<file path="src/rtl/fetch_sequencer.sv">
// Instruction-fetch controller: owns the PC, handshakes with a wait-state
// instruction memory and holds each fetched word until the datapath takes it.
module fetch_sequencer #(
    parameter logic [29:0] RESET_WORD = 30'h0,
    parameter int unsigned TIMEOUT    = 16,
    parameter int unsigned CNT_W      = 32
) (
    input  logic             clk,
    input  logic             reset,
    output logic             imem_req,
    output logic [29:0]      imem_addr,
    input  logic             imem_ack,
    input  logic [31:0]      imem_rdata,
    output logic             inst_valid,
    output logic [31:0]      instruction,
    output logic [29:0]      inst_pc,
    input  logic             inst_ready,
    input  logic             jump,
    input  logic             branch,
    input  logic             zero,
    output logic             fetch_err,
    output logic [CNT_W-1:0] inst_count
);

    typedef enum logic [1:0] {
        FETCH,
        HOLD,
        ERR
    } state_t;

    localparam int TW = (TIMEOUT > 1) ? $clog2(TIMEOUT) : 1;
    localparam bit TMO_EN = (TIMEOUT != 0);
    localparam logic [TW-1:0] TMO_LAST =
        (TIMEOUT == 0) ? '0 : TW'(TIMEOUT - 1);

    state_t      state;
    logic [29:0] pc;
    logic [TW-1:0] tmo_cnt;
    logic [29:0] next_pc;
    logic [29:0] br_off;

    assign br_off = {{14{instruction[15]}}, instruction[15:0]};

    always_comb begin
        next_pc = inst_pc + 30'd1;
        priority case (1'b1)
            jump:            next_pc = {inst_pc[29:26], instruction[25:0]};
            branch && zero:  next_pc = inst_pc + 30'd1 + br_off;
            default:         next_pc = inst_pc + 30'd1;
        endcase
    end

    // Request is masked while reset is held so memory never sees a stale fetch.
    assign imem_req   = (state == FETCH) && !reset;
    assign imem_addr  = pc;
    assign inst_valid = (state == HOLD);
    assign fetch_err  = (state == ERR);

    always_ff @(posedge clk) begin
        if (reset) begin
            state       <= FETCH;
            pc          <= RESET_WORD;
            instruction <= '0;
            inst_pc     <= '0;
            inst_count  <= '0;
            tmo_cnt     <= '0;
        end else begin
            case (state)
                FETCH: begin
                    if (imem_ack) begin
                        instruction <= imem_rdata;
                        inst_pc     <= pc;
                        tmo_cnt     <= '0;
                        state       <= HOLD;
                    end else if (TMO_EN && tmo_cnt == TMO_LAST) begin
                        state <= ERR;
                    end else begin
                        tmo_cnt <= tmo_cnt + 1'b1;
                    end
                end
                HOLD: begin
                    if (inst_ready) begin
                        pc         <= next_pc;
                        inst_count <= inst_count + 1'b1;
                        state      <= FETCH;
                    end
                end
                ERR: begin
                    state <= ERR;
                end
                default: begin
                    state <= FETCH;
                end
            endcase
        end
    end

endmodule

</file>
<file path="config.mk">
export PLATFORM = sky130hd
export DESIGN_NAME = fetch_sequencer
export DESIGN_NICKNAME = d
export VERILOG_FILES = /design/src/rtl/fetch_sequencer.sv
export SDC_FILE = /design/constraint.sdc
export NUM_CORES = 1
export LEC_CHECK = 0
export ABC_AREA = 1
export BUFFER_PORTS_ARGS = -buffer_cell sky130_fd_sc_hd__buf_2
export CAP_MARGIN = 40
export CORE_ASPECT_RATIO = 0.5
export CORE_MARGIN = 2
export CORE_UTILIZATION = 55
export CTS_CLUSTER_DIAMETER = 40
export DETAILED_ROUTE_END_ITERATION = 8
export PLACE_DENSITY = 0.79
export REMOVE_ABC_BUFFERS = 1
export SYNTH_ARGS = -nofsm -noshare
export SYNTH_HDL_FRONTEND = slang
export SYNTH_SLANG_ARGS = --single-unit
</file>
<file path="constraint.sdc">
create_clock -name clk -period 4.52 [get_ports clk]
set_input_delay 1.356 -clock clk [delete_from_list [all_inputs] [get_ports clk]]
set_output_delay 1.356 -clock clk [all_outputs]
set_load 0.01 [all_outputs]
</file>
==> results of run 1 <==
[worst reg2reg max path: stages (launching register included)]
cell and delay [ns]:
sky130_fd_sc_hd__dfxtp_1 0.45, sky130_fd_sc_hd__nand2_1 0.10, sky130_fd_sc_hd__nor2_1 0.17, sky130_fd_sc_hd__nand4_1 0.14, sky130_fd_sc_hd__nor2_2 0.23, sky130_fd_sc_hd__xor2_1 0.42
sky130_fd_sc_hd__ha_1 0.39, sky130_fd_sc_hd__nand2_1 0.14, sky130_fd_sc_hd__inv_1 0.05, sky130_fd_sc_hd__a21oi_1 0.19, sky130_fd_sc_hd__nand3_1 0.23, sky130_fd_sc_hd__nand2_1 0.14
sky130_fd_sc_hd__nand2_1 0.06, sky130_fd_sc_hd__nand2_1 0.05, sky130_fd_sc_hd__nand3_1 0.14, sky130_fd_sc_hd__nand3_1 0.21, sky130_fd_sc_hd__nand2_1 0.08, sky130_fd_sc_hd__a21oi_1 0.11
[through the flow]
step	worst slack [ns]	hold slack, ns	instance area (um^2)	power [mW]	instances
3_3_place_gp	1.19	0.459	9850	1.99	1791
5_1_grt	0.918	0.500	10500	3.53	1825
6_report	1.14	0.481	10500	3.40	1825
3_5_place_dp	1.11	0.471	9890	2.01	1793
4_1_cts	1.24	0.480	10500	3.37	1825
2_1_floorplan	0.390	0.447	8690	1.73	1413
[registers in the layout, summed over array words and instances, names as in the netlist]
signal       cells
imem_addr       30
inst_count      32
inst_pc         30
instruction     32
state            2
tmo_cnt          4
[power by group through the flow]
| stage | Sequential [mW] | Combinational (mW) | Clock (mW) |
|---|---|---|---|
| 3_5_place_dp | 1.32 | 0.695 | 0 |
| 5_1_grt | 1.31 | 0.791 | 1.44 |
| 3_3_place_gp | 1.32 | 0.669 | 0 |
| 2_1_floorplan | 1.33 | 0.397 | 0 |
| 4_1_cts | 1.29 | 0.699 | 1.38 |
| 6_report | 1.30 | 0.718 | 1.39 |
[layout make-up]
class                   count  area (um^2)
clock inverters            12          124
clock buffers              20          457
repair buffers            176          948
flip-flops and latches    130         2600
inverters                 200          751
fillers                  1468         5100
multi-input cells        1083         5340
well taps                 204          255
[final timing paths]
check / slack, ns / start / end / cells after the start
setup / recovery: 1.14 / inst_pc[5]$_SDFFE_PP0P_ / imem_addr[18]$_SDFFE_PP0P_ / 17
hold / removal: 0.48 / instruction[25]$_SDFFE_PP0P_ / instruction[25]$_SDFFE_PP0P_ / 2
setup reg to reg: 1.14 / inst_pc[5]$_SDFFE_PP0P_ / imem_addr[18]$_SDFFE_PP0P_ / 17
hold reg to reg: 0.48 / instruction[25]$_SDFFE_PP0P_ / instruction[25]$_SDFFE_PP0P_ / 2
[Yosys cell counts (2+ instances only)]
master | n | area, um^2
sky130_fd_sc_hd__xnor2_1 | 7 | 61.3
sky130_fd_sc_hd__o21bai_1 | 3 | 22.5
sky130_fd_sc_hd__nor2_4 | 8 | 90.1
sky130_fd_sc_hd__nand3_1 | 84 | 420
sky130_fd_sc_hd__ha_1 | 39 | 488
sky130_fd_sc_hd__inv_1 | 196 | 736
sky130_fd_sc_hd__buf_2 | 8 | 40.0
sky130_fd_sc_hd__xor2_1 | 24 | 210
sky130_fd_sc_hd__o21ai_1 | 3 | 15.0
sky130_fd_sc_hd__nand3b_1 | 7 | 52.6
sky130_fd_sc_hd__nor3_1 | 21 | 105
sky130_fd_sc_hd__nor3b_2 | 2 | 25.0
sky130_fd_sc_hd__o211ai_1 | 4 | 30.0
sky130_fd_sc_hd__nand3_2 | 5 | 50.1
sky130_fd_sc_hd__nand4_1 | 16 | 100
sky130_fd_sc_hd__nand2_1 | 402 | 1510
sky130_fd_sc_hd__nor2_2 | 5 | 31.3
sky130_fd_sc_hd__a21oi_1 | 108 | 541
sky130_fd_sc_hd__buf_1 | 2 | 7.51
sky130_fd_sc_hd__clkbuf_1 | 35 | 131
sky130_fd_sc_hd__a21o_1 | 2 | 15.0
sky130_fd_sc_hd__nor2_1 | 216 | 811
sky130_fd_sc_hd__nand2_2 | 7 | 43.8
sky130_fd_sc_hd__o221ai_1 | 2 | 17.5
sky130_fd_sc_hd__dfxtp_1 | 130 | 2600
sky130_fd_sc_hd__o21a_1 | 3 | 22.5
sky130_fd_sc_hd__nor3_2 | 4 | 40.0
sky130_fd_sc_hd__or2_2 | 2 | 12.5
sky130_fd_sc_hd__o21ai_0 | 94 | 470
sky130_fd_sc_hd__nor4_1 | 2 | 12.5
sky130_fd_sc_hd__inv_2 | 3 | 11.3
sky130_fd_sc_hd__and2_1 | 5 | 31.3
[logic make-up after synthesis]
group,share of synthesized area
flops,0.293
buf+inv,0.106
fa+ha+maj,0.0572
xor+xnor,0.0324
simple gates,0.382
compound gates,0.130
[per-layer routing]
layer	part of all wire	track usage	vias to the layer above
li1	-	-	4919
met1	0.46	0.520	4603
met2	0.42	0.538	475
met3	0.11	0.0841	40
met4	0.013	0.0827	2
met5	0.00036	0	-
==> metrics.txt, run 1 <==
# TYPE chip_impl_metric gauge
chip_impl_metric{name="via_count",unit=""} 10039
chip_impl_metric{name="place.detailed.hpwl",unit="um"} 23000
chip_impl_metric{name="die-width",unit="um"} 184
chip_impl_metric{name="critPathRequiredTime",unit="ns"} 4.87
chip_impl_metric{name="max_freq",unit="GHz"} 0.295
chip_impl_metric{name="place.gp.congestion",unit=""} 1.05
chip_impl_metric{name="timing.critical_path.buf_inv",unit=""} 1
chip_impl_metric{name="cts_h_tree_lvls",unit=""} 4
chip_impl_metric{name="cap_viol_max_count",unit=""} 0
chip_impl_metric{name="power.net_switching",unit="mW"} 1.15
chip_impl_info{name="cells_along_the_critical_path",value="nand2_1, nor2_1, nand4_1, nor2_2, xor2_1, ha_1, nand2_1, inv_1, a21oi_1, nand3_1, nand2_1, nand2_1, nand2_1, nand3_1, nand3_1, nand2_1, a21oi_1"} 1
chip_impl_metric{name="drt_pass1_iterations",unit=""} 5
chip_impl_metric{name="synth-edff-count",unit=""} 0
chip_impl_metric{name="clock_power_frac",unit=""} 0.407
chip_impl_metric{name="vias_per_cell",unit=""} 5.50
chip_impl_metric{name="worst_ep_arrival_time",unit="ns"} 3.74
chip_impl_metric{name="tritoncts.num_buffers",unit=""} 17
chip_impl_metric{name="ctsResizeCount",unit=""} 0
chip_impl_info{name="critPathKind",value="reg -> reg"} 1
chip_impl_metric{name="drt-wirelength-per-cell",unit="um"} 16.5
chip_impl_metric{name="netlist_instances",unit=""} 1459
chip_impl_metric{name="internal_power",unit="mW"} 2.25
chip_impl_metric{name="syn2layout_area_growth",unit="%"} 18.0
chip_impl_metric{name="port_buffers",unit=""} 165
chip_impl_metric{name="route.detailed.drc",unit=""} 0
chip_impl_metric{name="initial_core_util",unit=""} 0.570
chip_impl_metric{name="post_synth.cell_area_avg",unit="um^2"} 6.08
chip_impl_metric{name="worst_margin_pin_slew",unit="ns"} 0.754
chip_impl_metric{name="postCtsHoldBufs",unit=""} 0
chip_impl_metric{name="design.core.area",unit="um^2"} 15600
chip_impl_metric{name="netlist-cell-type-count",unit=""} 42
chip_impl_info{name="cp_top_family",value="simple AND/OR/NAND/NOR gates"} 1
chip_impl_metric{name="hold_viol",unit=""} 0
chip_impl_metric{name="grt_max_degree",unit=""} 60
chip_impl_metric{name="wl",unit="um"} 30200
chip_impl_metric{name="timing.final.crit_period",unit="ns"} 3.38
chip_impl_metric{name="antenna_violating_nets_post_route",unit=""} 0
chip_impl_info{name="setup.worst_path.end_class",value="flop"} 1
chip_impl_metric{name="ys_async_sr_fraction",unit=""} 0
chip_impl_metric{name="power_per_cell_area",unit="nW/um^2"} 325
chip_impl_metric{name="vias_in_the_first_global_route",unit=""} 9161
chip_impl_metric{name="cellLeakagePower",unit="nW"} 5.32
chip_impl_metric{name="grt_remaining_overflow",unit=""} 0
chip_impl_metric{name="synth-warning-count",unit=""} 0
chip_impl_metric{name="cpPeakStageDelay",unit="ns"} 0.45
chip_impl_metric{name="floorplan.die_area",unit="um^2"} 17200
chip_impl_info{name="setup_repair_after_global_routing_missed_its_margin",value="false"} 1
chip_impl_metric{name="utilization",unit=""} 0.672
chip_impl_metric{name="cts.reportedPaths.clkPinSlew",unit="ns"} 0.07
chip_impl_metric{name="insertedDiodeCount",unit=""} 0
chip_impl_metric{name="max_slew_margin",unit=""} 0.498
chip_impl_metric{name="core.rowCount",unit=""} 32
chip_impl_metric{name="combinationalPowerShare",unit=""} 0.211
chip_impl_metric{name="cts_setup_buffers",unit=""} 0
chip_impl_info{name="critical_path.most_common_cell",value="sky130_fd_sc_hd__nand2_1"} 1
chip_impl_metric{name="worst-path-max-fanout",unit=""} 6
chip_impl_metric{name="netSwitchingFraction",unit=""} 0.338
chip_impl_metric{name="power.share.sequential",unit=""} 0.382
chip_impl_metric{name="height_of_the_chip",unit="um"} 93.8
chip_impl_metric{name="first_iter_violations",unit=""} 1224
chip_impl_metric{name="io-pin-count",unit=""} 166
chip_impl_metric{name="layout-drive-gt1-share",unit=""} 0.154
chip_impl_metric{name="netlist_area",unit="um^2"} 8870
chip_impl_metric{name="final_nets",unit=""} 1687
chip_impl_info{name="crit_slowest_cell",value="sky130_fd_sc_hd__dfxtp_1"} 1
chip_impl_info{name="start_kind",value="flop"} 1
chip_impl_info{name="most_frequent_cells_in_the_layout",value="sky130_fd_sc_hd__nand2_1 (402), sky130_fd_sc_hd__nor2_1 (215), sky130_fd_sc_hd__inv_1 (194)"} 1
chip_impl_metric{name="min_period_over_period",unit=""} 0.749
chip_impl_metric{name="global_route.usage.total",unit=""} 0.359
chip_impl_metric{name="synth-seq-cells",unit=""} 130
chip_impl_metric{name="antenna_found_initial",unit=""} 1
chip_impl_metric{name="setup_total_negative_slack",unit="ns"} 0
chip_impl_metric{name="fin_worst_skew",unit="ns"} 0.0161
chip_impl_info{name="clock_tree.root_cell",value="sky130_fd_sc_hd__clkbuf_16"} 1
chip_impl_info{name="min_path_type",value="reg -> reg"} 1
chip_impl_info{name="synth_top_flop_cell",value="sky130_fd_sc_hd__dfxtp_1"} 1
chip_impl_metric{name="cts_buffer_depth",unit=""} 2
chip_impl_info{name="layout.cells.most_common",value="sky130_fd_sc_hd__nand2_1"} 1
chip_impl_metric{name="peakVddDrop",unit="V"} 0.000252
chip_impl_info{name="outcome",value="completed"} 1
chip_impl_metric{name="grt_pass1_wl",unit="um"} 48100
chip_impl_info{name="cts_tree",value="built"} 1
chip_impl_metric{name="setup_viol_count_final",unit=""} 0
chip_impl_metric{name="clock_sinks",unit=""} 130
chip_impl_metric{name="worst_skew_pair.late_latency",unit="ns"} 0.43
chip_impl_metric{name="synth.yosys.seq_area_share",unit=""} 0.293
chip_impl_metric{name="final_max_slew_viol_count",unit=""} 0
(Power assumes the default switching activity.)
==> run 2: changes to the inputs <==
CORE_UTILIZATION = 51   (was 55)
PLACE_DENSITY = 0.77   (was 0.79)
clock period = 2.8 ns   (was 4.52 ns; I/O delays follow)
==> metrics.txt, run 2 (synthesis gave the netlist of run 1 again) <==
# TYPE chip_impl_metric gauge
chip_impl_info{name="outcome",value="complete, but fails checks"} 1
chip_impl_info{name="violations_in_the_final_reports",value="negative setup slack"} 1
chip_impl_metric{name="power.share.sequential",unit=""} 0.349
chip_impl_metric{name="fin_worst_hold_slack",unit="ns"} 0.470
chip_impl_metric{name="cts_h_tree_lvls",unit=""} 4
chip_impl_metric{name="core.rowCount",unit=""} 34
chip_impl_metric{name="clock_power_frac",unit=""} 0.370
chip_impl_metric{name="drt-wirelength-per-cell",unit="um"} 17.4
chip_impl_metric{name="final_max_slew_viol_count",unit=""} 0
chip_impl_info{name="crit_slowest_cell",value="sky130_fd_sc_hd__dfxtp_4"} 1
chip_impl_info{name="most_frequent_cells_in_the_layout",value="sky130_fd_sc_hd__nand2_1 (333), sky130_fd_sc_hd__inv_1 (176), sky130_fd_sc_hd__nor2_1 (172)"} 1
chip_impl_info{name="cp_top_family",value="simple AND/OR/NAND/NOR gates"} 1
chip_impl_metric{name="grt_pass1_wl",unit="um"} 52400
chip_impl_metric{name="vias_in_the_first_global_route",unit=""} 9976
chip_impl_metric{name="worst_setup_slack_after_placement",unit="ns"} -0.296
chip_impl_metric{name="cpPeakStageDelay",unit="ns"} 0.38
chip_impl_metric{name="reg2regPathDepth",unit=""} 20
chip_impl_metric{name="drt_pass1_iterations",unit=""} 5
chip_impl_metric{name="cap_viol_max_count",unit=""} 0
chip_impl_info{name="clock_tree.root_cell",value="sky130_fd_sc_hd__clkbuf_16"} 1
chip_impl_metric{name="cellLeakagePower",unit="nW"} 6.26
chip_impl_metric{name="design.core.area",unit="um^2"} 17200
chip_impl_metric{name="setup_viol_count_final",unit=""} 7
chip_impl_info{name="hold-path-endpoint",value="instruction[25]$_SDFFE_PP0P_"} 1
chip_impl_metric{name="grt_max_degree",unit=""} 66
chip_impl_metric{name="wl",unit="um"} 34800
chip_impl_metric{name="floorplan.die_area",unit="um^2"} 18500
chip_impl_metric{name="multi_input_area",unit="um^2"} 6380
chip_impl_metric{name="vias_per_cell",unit=""} 5.48
chip_impl_info{name="min_path_type",value="reg -> reg"} 1
chip_impl_info{name="timing.rr.start",value="inst_pc[9]$_SDFFE_PP0P_"} 1
chip_impl_metric{name="fin_worst_skew",unit="ns"} 0.00914
chip_impl_metric{name="netSwitchingFraction",unit=""} 0.358
chip_impl_metric{name="initial_core_util",unit=""} 0.516
chip_impl_metric{name="port_buffers",unit=""} 165
chip_impl_metric{name="first_iter_violations",unit=""} 1289
chip_impl_metric{name="worst_slack",unit="ns"} -0.0869
chip_impl_metric{name="worst_ep_arrival_time",unit="ns"} 3.25
chip_impl_info{name="start_kind",value="flop"} 1
chip_impl_metric{name="register_area",unit="um^2"} 2640
chip_impl_metric{name="final_nets",unit=""} 1827
chip_impl_metric{name="worst_margin_pin_slew",unit="ns"} 0.603
chip_impl_metric{name="worst_hold_path.num_cells",unit=""} 2
chip_impl_info{name="setup_repair_after_global_routing_missed_its_margin",value="true"} 1
chip_impl_metric{name="worst_skew_pair.late_latency",unit="ns"} 0.43
chip_impl_metric{name="worst-path-max-fanout",unit=""} 4
chip_impl_metric{name="reg2reg_setup_slack",unit="ns"} -0.09
chip_impl_metric{name="power.net_switching",unit="mW"} 2.14
chip_impl_info{name="cells_along_the_critical_path",value="nand2_4, nor3_4, buf_6, nand4_1, o21ai_1, nand2_2, inv_2, ha_4, nand2_4, nor2_4, buf_6, nand2_2, nand2_2, a21oi_2, nand2_1, nand2_1, nand3_2, nand2_1, nand2_1, a21oi_1"} 1
chip_impl_metric{name="power_per_cell_area",unit="nW/um^2"} 474
chip_impl_metric{name="height_of_the_chip",unit="um"} 97.3
chip_impl_info{name="timing.rr.end",value="imem_addr[26]$_SDFFE_PP0P_"} 1
chip_impl_metric{name="cts.reportedPaths.clkPinSlew",unit="ns"} 0.07
chip_impl_metric{name="global_route.usage.total",unit=""} 0.361
chip_impl_metric{name="timing.critical_path.buf_inv",unit=""} 3
chip_impl_metric{name="antenna_violating_nets_post_route",unit=""} 0
chip_impl_metric{name="syn2layout_area_growth",unit="%"} 42.4
chip_impl_metric{name="via_count",unit=""} 10936
chip_impl_metric{name="cts_buffer_depth",unit=""} 2
chip_impl_metric{name="critPathRequiredTime",unit="ns"} 3.16
chip_impl_info{name="critical_path.most_common_cell",value="sky130_fd_sc_hd__nand2_1"} 1
chip_impl_metric{name="antenna_found_initial",unit=""} 1
chip_impl_metric{name="max_slew_margin",unit=""} 0.598
chip_impl_metric{name="postCtsHoldBufs",unit=""} 0
chip_impl_info{name="setup.worst_path.end_class",value="flop"} 1
chip_impl_metric{name="layout-drive-gt1-share",unit=""} 0.348
chip_impl_metric{name="setup_total_negative_slack",unit="ns"} -0.218
chip_impl_metric{name="tritoncts.num_buffers",unit=""} 17
chip_impl_info{name="largest_registers_in_the_final_layout",value="inst_count: 32 flops, instruction: 32 flops"} 1
chip_impl_metric{name="place.gp.congestion",unit=""} 0.978
chip_impl_metric{name="hold_viol",unit=""} 0
chip_impl_metric{name="layout.filler_cells",unit=""} 1416
chip_impl_metric{name="timing.final.crit_period",unit="ns"} 2.89
chip_impl_metric{name="peakVddDrop",unit="V"} 0.000492
chip_impl_metric{name="insertedDiodeCount",unit=""} 0
chip_impl_metric{name="max_freq",unit="GHz"} 0.346
chip_impl_metric{name="min_period_over_period",unit=""} 1.03
chip_impl_info{name="cts_tree",value="built"} 1
chip_impl_metric{name="internal_power",unit="mW"} 3.85
chip_impl_info{name="layout.cells.most_common",value="sky130_fd_sc_hd__nand2_1"} 1
chip_impl_info{name="critPathKind",value="reg -> reg"} 1
chip_impl_metric{name="combinationalPowerShare",unit=""} 0.280
chip_impl_metric{name="io-pin-count",unit=""} 166
chip_impl_metric{name="route.detailed.drc",unit=""} 0
chip_impl_metric{name="clock_sinks",unit=""} 130
chip_impl_metric{name="place.detailed.hpwl",unit="um"} 25000
chip_impl_metric{name="die-width",unit="um"} 191
chip_impl_info{name="hold_path.startpoint",value="instruction[25]$_SDFFE_PP0P_"} 1
chip_impl_metric{name="grt_remaining_overflow",unit=""} 0
==> run 2: area by class of cell <==
type	count	share of cell area
multi-input cells	1083	0.505
flip-flops and latches	130	0.209
repair buffers	316	0.158
inverters	200	0.0594
clock buffers	18	0.0348
well taps	234	0.0232
clock inverters	14	0.0106
==> run 2: power by group through the flow <==
stage	logic, mW	registers [mW]	clock network (mW)
after floorplan	0.641	2.15	0
after detailed placement	1.32	2.11	0
final	1.68	2.09	2.22
after global routing	1.80	2.10	2.30
after CTS	1.43	2.07	2.22
after global placement	1.30	2.11	0
==> run 2: stage by stage <==
step | utilization | total power [mW] | cell area [um^2] | std cells
floorplan | - | 2.79 | 8690 | 1413
global placement | 0.626 | 3.41 | 10800 | 1938
detailed placement | 0.626 | 3.43 | 10800 | 1938
CTS | 0.688 | 5.73 | 11800 | 1986
global route | 0.735 | 6.20 | 12600 | 1995
finish | 0.735 | 5.99 | 12600 | 1995
==> run 2: metal layers <==
metal  share of wire  global-route usage
met1            0.43               0.528
met5         0.00037                   0
met4           0.025              0.0990
met2            0.44               0.550
met3            0.10              0.0542
==> run 2: worst max path at each step <==
stage | slack, ns | depth (start not counted) | from | endpoint
global placement | -0.30 | 20 | inst_pc[8]$_SDFFE_PP0P_ | imem_addr[25]$_SDFFE_PP0P_
detailed placement | -0.30 | 21 | inst_pc[0]$_SDFFE_PP0P_ | imem_addr[26]$_SDFFE_PP0P_
floorplan | -0.81 | 5 | imem_ack | inst_pc[0]$_SDFFE_PP0P_
CTS | -0.009 | 20 | inst_pc[0]$_SDFFE_PP0P_ | imem_addr[20]$_SDFFE_PP0P_
global route | -0.21 | 22 | inst_pc[9]$_SDFFE_PP0P_ | imem_addr[28]$_SDFFE_PP0P_
finish | -0.09 | 20 | inst_pc[9]$_SDFFE_PP0P_ | imem_addr[26]$_SDFFE_PP0P_
==> run 2: repair_timing <==
action	in CTS	in global routing
gates cloned	0	0
setup endpoints to repair	21	24
setup buffers	16	9
gates resized for setup	88	200
pin swaps	28	54
==> run 2: worst min-delay path, cell delays in order, from the launching register on <==
cell and delay (ns):
sky130_fd_sc_hd__dfxtp_1 0.31, sky130_fd_sc_hd__inv_1 0.06, sky130_fd_sc_hd__a21oi_1 0.05
==> run 3: changes to the inputs <==
CELL_PAD_IN_SITES_DETAIL_PLACEMENT = 0   (was unset)
CELL_PAD_IN_SITES_GLOBAL_PLACEMENT = 1   (was unset)
CORE_UTILIZATION = 35   (was 51)
PLACE_DENSITY = unset   (was 0.77)
PLACE_DENSITY_LB_ADDON = 0.1   (was unset)
==> metrics.txt, run 3 (synthesis gave the netlist of run 1 again) <==
# TYPE chip_impl_metric gauge
chip_impl_metric{name="peakVddDrop",unit="V"} 0.000363
chip_impl_metric{name="height_of_the_chip",unit="um"} 117
chip_impl_metric{name="floorplan.die_area",unit="um^2"} 26700
chip_impl_metric{name="hold_viol",unit=""} 0
chip_impl_metric{name="worst-path-max-fanout",unit=""} 4
chip_impl_metric{name="cts_h_tree_lvls",unit=""} 4
chip_impl_metric{name="critPathRequiredTime",unit="ns"} 3.14
chip_impl_metric{name="grt_util_met2",unit=""} 0.423
chip_impl_metric{name="max_freq",unit="GHz"} 0.352
chip_impl_metric{name="setup_viol_count_final",unit=""} 4
chip_impl_metric{name="worst_slack",unit="ns"} -0.0379
chip_impl_metric{name="max_slew_margin",unit=""} 0.414
chip_impl_metric{name="final_nets",unit=""} 1859
chip_impl_metric{name="global_route.usage.total",unit=""} 0.279
chip_impl_metric{name="grt_remaining_overflow",unit=""} 0
chip_impl_metric{name="tritoncts.num_buffers",unit=""} 17
chip_impl_metric{name="port_buffers",unit=""} 165
chip_impl_info{name="cp_top_family",value="simple AND/OR/NAND/NOR gates"} 1
chip_impl_info{name="outcome",value="complete, but fails checks"} 1
chip_impl_info{name="setup.worst_path.end_class",value="flop"} 1
chip_impl_metric{name="power_per_cell_area",unit="nW/um^2"} 467
chip_impl_info{name="largest_registers_in_the_final_layout",value="inst_count: 32 flops, instruction: 32 flops"} 1
chip_impl_metric{name="reg2regPathDepth",unit=""} 20
chip_impl_metric{name="cap_viol_max_count",unit=""} 0
chip_impl_metric{name="min_period_over_period",unit=""} 1.01
chip_impl_info{name="most_crowded_layer_gr",value="met2"} 1
chip_impl_metric{name="final_max_slew_viol_count",unit=""} 0
chip_impl_info{name="start_kind",value="flop"} 1
chip_impl_metric{name="wl",unit="um"} 37300
chip_impl_info{name="crit_slowest_cell",value="sky130_fd_sc_hd__dfxtp_4"} 1
chip_impl_metric{name="grt_max_degree",unit=""} 84
chip_impl_info{name="critPathKind",value="reg -> reg"} 1
chip_impl_metric{name="place.gp.congestion",unit=""} 0.907
chip_impl_info{name="clock_tree.root_cell",value="sky130_fd_sc_hd__clkbuf_16"} 1
chip_impl_metric{name="setup_total_negative_slack",unit="ns"} -0.0713
chip_impl_metric{name="timing.critical_path.buf_inv",unit=""} 5
chip_impl_metric{name="io-pin-count",unit=""} 166
chip_impl_metric{name="vias_per_cell",unit=""} 4.90
chip_impl_metric{name="worst_skew_pair.late_latency",unit="ns"} 0.46
chip_impl_metric{name="clock_sinks",unit=""} 130
chip_impl_metric{name="syn2layout_area_growth",unit="%"} 49.0
chip_impl_info{name="violations_in_the_final_reports",value="negative setup slack"} 1
chip_impl_metric{name="cpPeakStageDelay",unit="ns"} 0.40
chip_impl_metric{name="global_route.usage.met3",unit=""} 0.0557
chip_impl_info{name="min_path_type",value="reg -> reg"} 1
chip_impl_metric{name="drt_pass1_iterations",unit=""} 5
chip_impl_metric{name="route.detailed.drc",unit=""} 0
chip_impl_metric{name="worst_margin_pin_slew",unit="ns"} 0.878
chip_impl_metric{name="die-width",unit="um"} 229
chip_impl_metric{name="cts.reportedPaths.clkPinSlew",unit="ns"} 0.07
chip_impl_info{name="cts_tree",value="built"} 1
chip_impl_metric{name="initial_core_util",unit=""} 0.354
chip_impl_metric{name="fin_worst_skew",unit="ns"} 0.0201
chip_impl_metric{name="global_routing_met1_resource_utilization",unit=""} 0.403
chip_impl_info{name="cells_along_the_critical_path",value="buf_6, nand4_1, nor3b_4, xor2_2, buf_6, ha_4, nand2_4, buf_4, nor2_1, buf_4, and2_4, nand2_2, nand2_2, nand2_2, nand2_2, inv_1, nand2_1, nand3_2, nand2_2, a21oi_1"} 1
chip_impl_info{name="most_frequent_cells_in_the_layout",value="sky130_fd_sc_hd__nand2_1 (316), sky130_fd_sc_hd__nor2_1 (180), sky130_fd_sc_hd__inv_1 (178)"} 1
chip_impl_info{name="layout.cells.most_common",value="sky130_fd_sc_hd__nand2_1"} 1
chip_impl_metric{name="design.core.area",unit="um^2"} 25000
chip_impl_metric{name="antenna_found_initial",unit=""} 1
chip_impl_metric{name="timing.final.crit_period",unit="ns"} 2.84
chip_impl_info{name="setup_repair_after_global_routing_missed_its_margin",value="true"} 1
chip_impl_metric{name="postCtsHoldBufs",unit=""} 0
chip_impl_metric{name="worst_ep_arrival_time",unit="ns"} 3.18
chip_impl_metric{name="grt_pass1_wl",unit="um"} 56400
chip_impl_metric{name="utilization",unit=""} 0.528
chip_impl_metric{name="via_count",unit=""} 10484
chip_impl_metric{name="first_iter_violations",unit=""} 800
chip_impl_metric{name="reg2reg_setup_slack",unit="ns"} -0.04
chip_impl_info{name="critical_path.most_common_cell",value="sky130_fd_sc_hd__nand2_2"} 1
chip_impl_metric{name="cts_buffer_depth",unit=""} 2
chip_impl_metric{name="cellLeakagePower",unit="nW"} 6.47
chip_impl_metric{name="worst_hold_path.num_cells",unit=""} 2
chip_impl_metric{name="crit_cells",unit=""} 20
chip_impl_metric{name="drt-wirelength-per-cell",unit="um"} 17.5
chip_impl_metric{name="vias_in_the_first_global_route",unit=""} 9831
chip_impl_metric{name="core.rowCount",unit=""} 41
chip_impl_metric{name="layout-drive-gt1-share",unit=""} 0.365
chip_impl_metric{name="place.detailed.hpwl",unit="um"} 27800
chip_impl_metric{name="antenna_violating_nets_post_route",unit=""} 0
## run 3: per-layer routing
layer / wire [um] / vias to the layer above
met5: 0 / -
met4: 560 / 0
met3: 2430 / 36
met2: 15800 / 268
met1: 18500 / 4905
li1: - / 5275
## run 3: worst paths after layout
path	from	end
hold reg to reg	instruction[25]$_SDFFE_PP0P_	instruction[25]$_SDFFE_PP0P_
setup / recovery	inst_pc[9]$_SDFFE_PP0P_	imem_addr[29]$_SDFFE_PP0P_
hold / removal	instruction[25]$_SDFFE_PP0P_	instruction[25]$_SDFFE_PP0P_
setup reg to reg	inst_pc[9]$_SDFFE_PP0P_	imem_addr[29]$_SDFFE_PP0P_
## run 3: per-stage QoR
step	cell area, um^2	power (mW)	setup WS, ns	std cells	hold slack (ns)
detailed placement	11200	3.53	-0.402	2086	0.463
CTS	12600	6.04	-0.0473	2128	0.473
floorplan	8690	2.79	-0.814	1413	0.447
finish	13200	6.17	-0.0379	2138	0.473
global placement	11200	3.52	-0.416	2086	0.452
global route	13200	6.46	-0.170	2137	0.500
## run 3: worst reg2reg max path, stage by stage, from the launching register on
cell and delay [ns]:
sky130_fd_sc_hd__dfxtp_4 0.40, sky130_fd_sc_hd__buf_6 0.11, sky130_fd_sc_hd__nand4_1 0.14, sky130_fd_sc_hd__nor3b_4 0.34, sky130_fd_sc_hd__xor2_2 0.11, sky130_fd_sc_hd__buf_6 0.15
sky130_fd_sc_hd__ha_4 0.29, sky130_fd_sc_hd__nand2_4 0.07, sky130_fd_sc_hd__buf_4 0.13, sky130_fd_sc_hd__nor2_1 0.08, sky130_fd_sc_hd__buf_4 0.12, sky130_fd_sc_hd__and2_4 0.15
sky130_fd_sc_hd__nand2_2 0.06, sky130_fd_sc_hd__nand2_2 0.10, sky130_fd_sc_hd__nand2_2 0.07, sky130_fd_sc_hd__nand2_2 0.11, sky130_fd_sc_hd__inv_1 0.05, sky130_fd_sc_hd__nand2_1 0.06
sky130_fd_sc_hd__nand3_2 0.07, sky130_fd_sc_hd__nand2_2 0.08, sky130_fd_sc_hd__a21oi_1 0.06
## run 3: final cells by class
class,instances,area (um^2)
clock inverter,14,153
tap,344,430
inverter,200,758
fill,2602,11800
timing repair buffer,348,2280
multi-input combinational,1083,6540
sequential,130,2630
antenna,1,2.50
clock buffer,18,429
## run 3: timing repair
action	in CTS	in global routing
hold endpoints to repair	0	0
pin swaps	37	79
setup buffers	10	9
setup endpoints to repair	23	24
resized for setup	153	153
## run 3: where the power goes
part           total (mW)  switching (mW)  internal [mW]
registers            2.10           0.133           1.96
clock network        2.34            1.01           1.32
logic                1.74            1.00          0.739
total                6.17            2.15           4.03
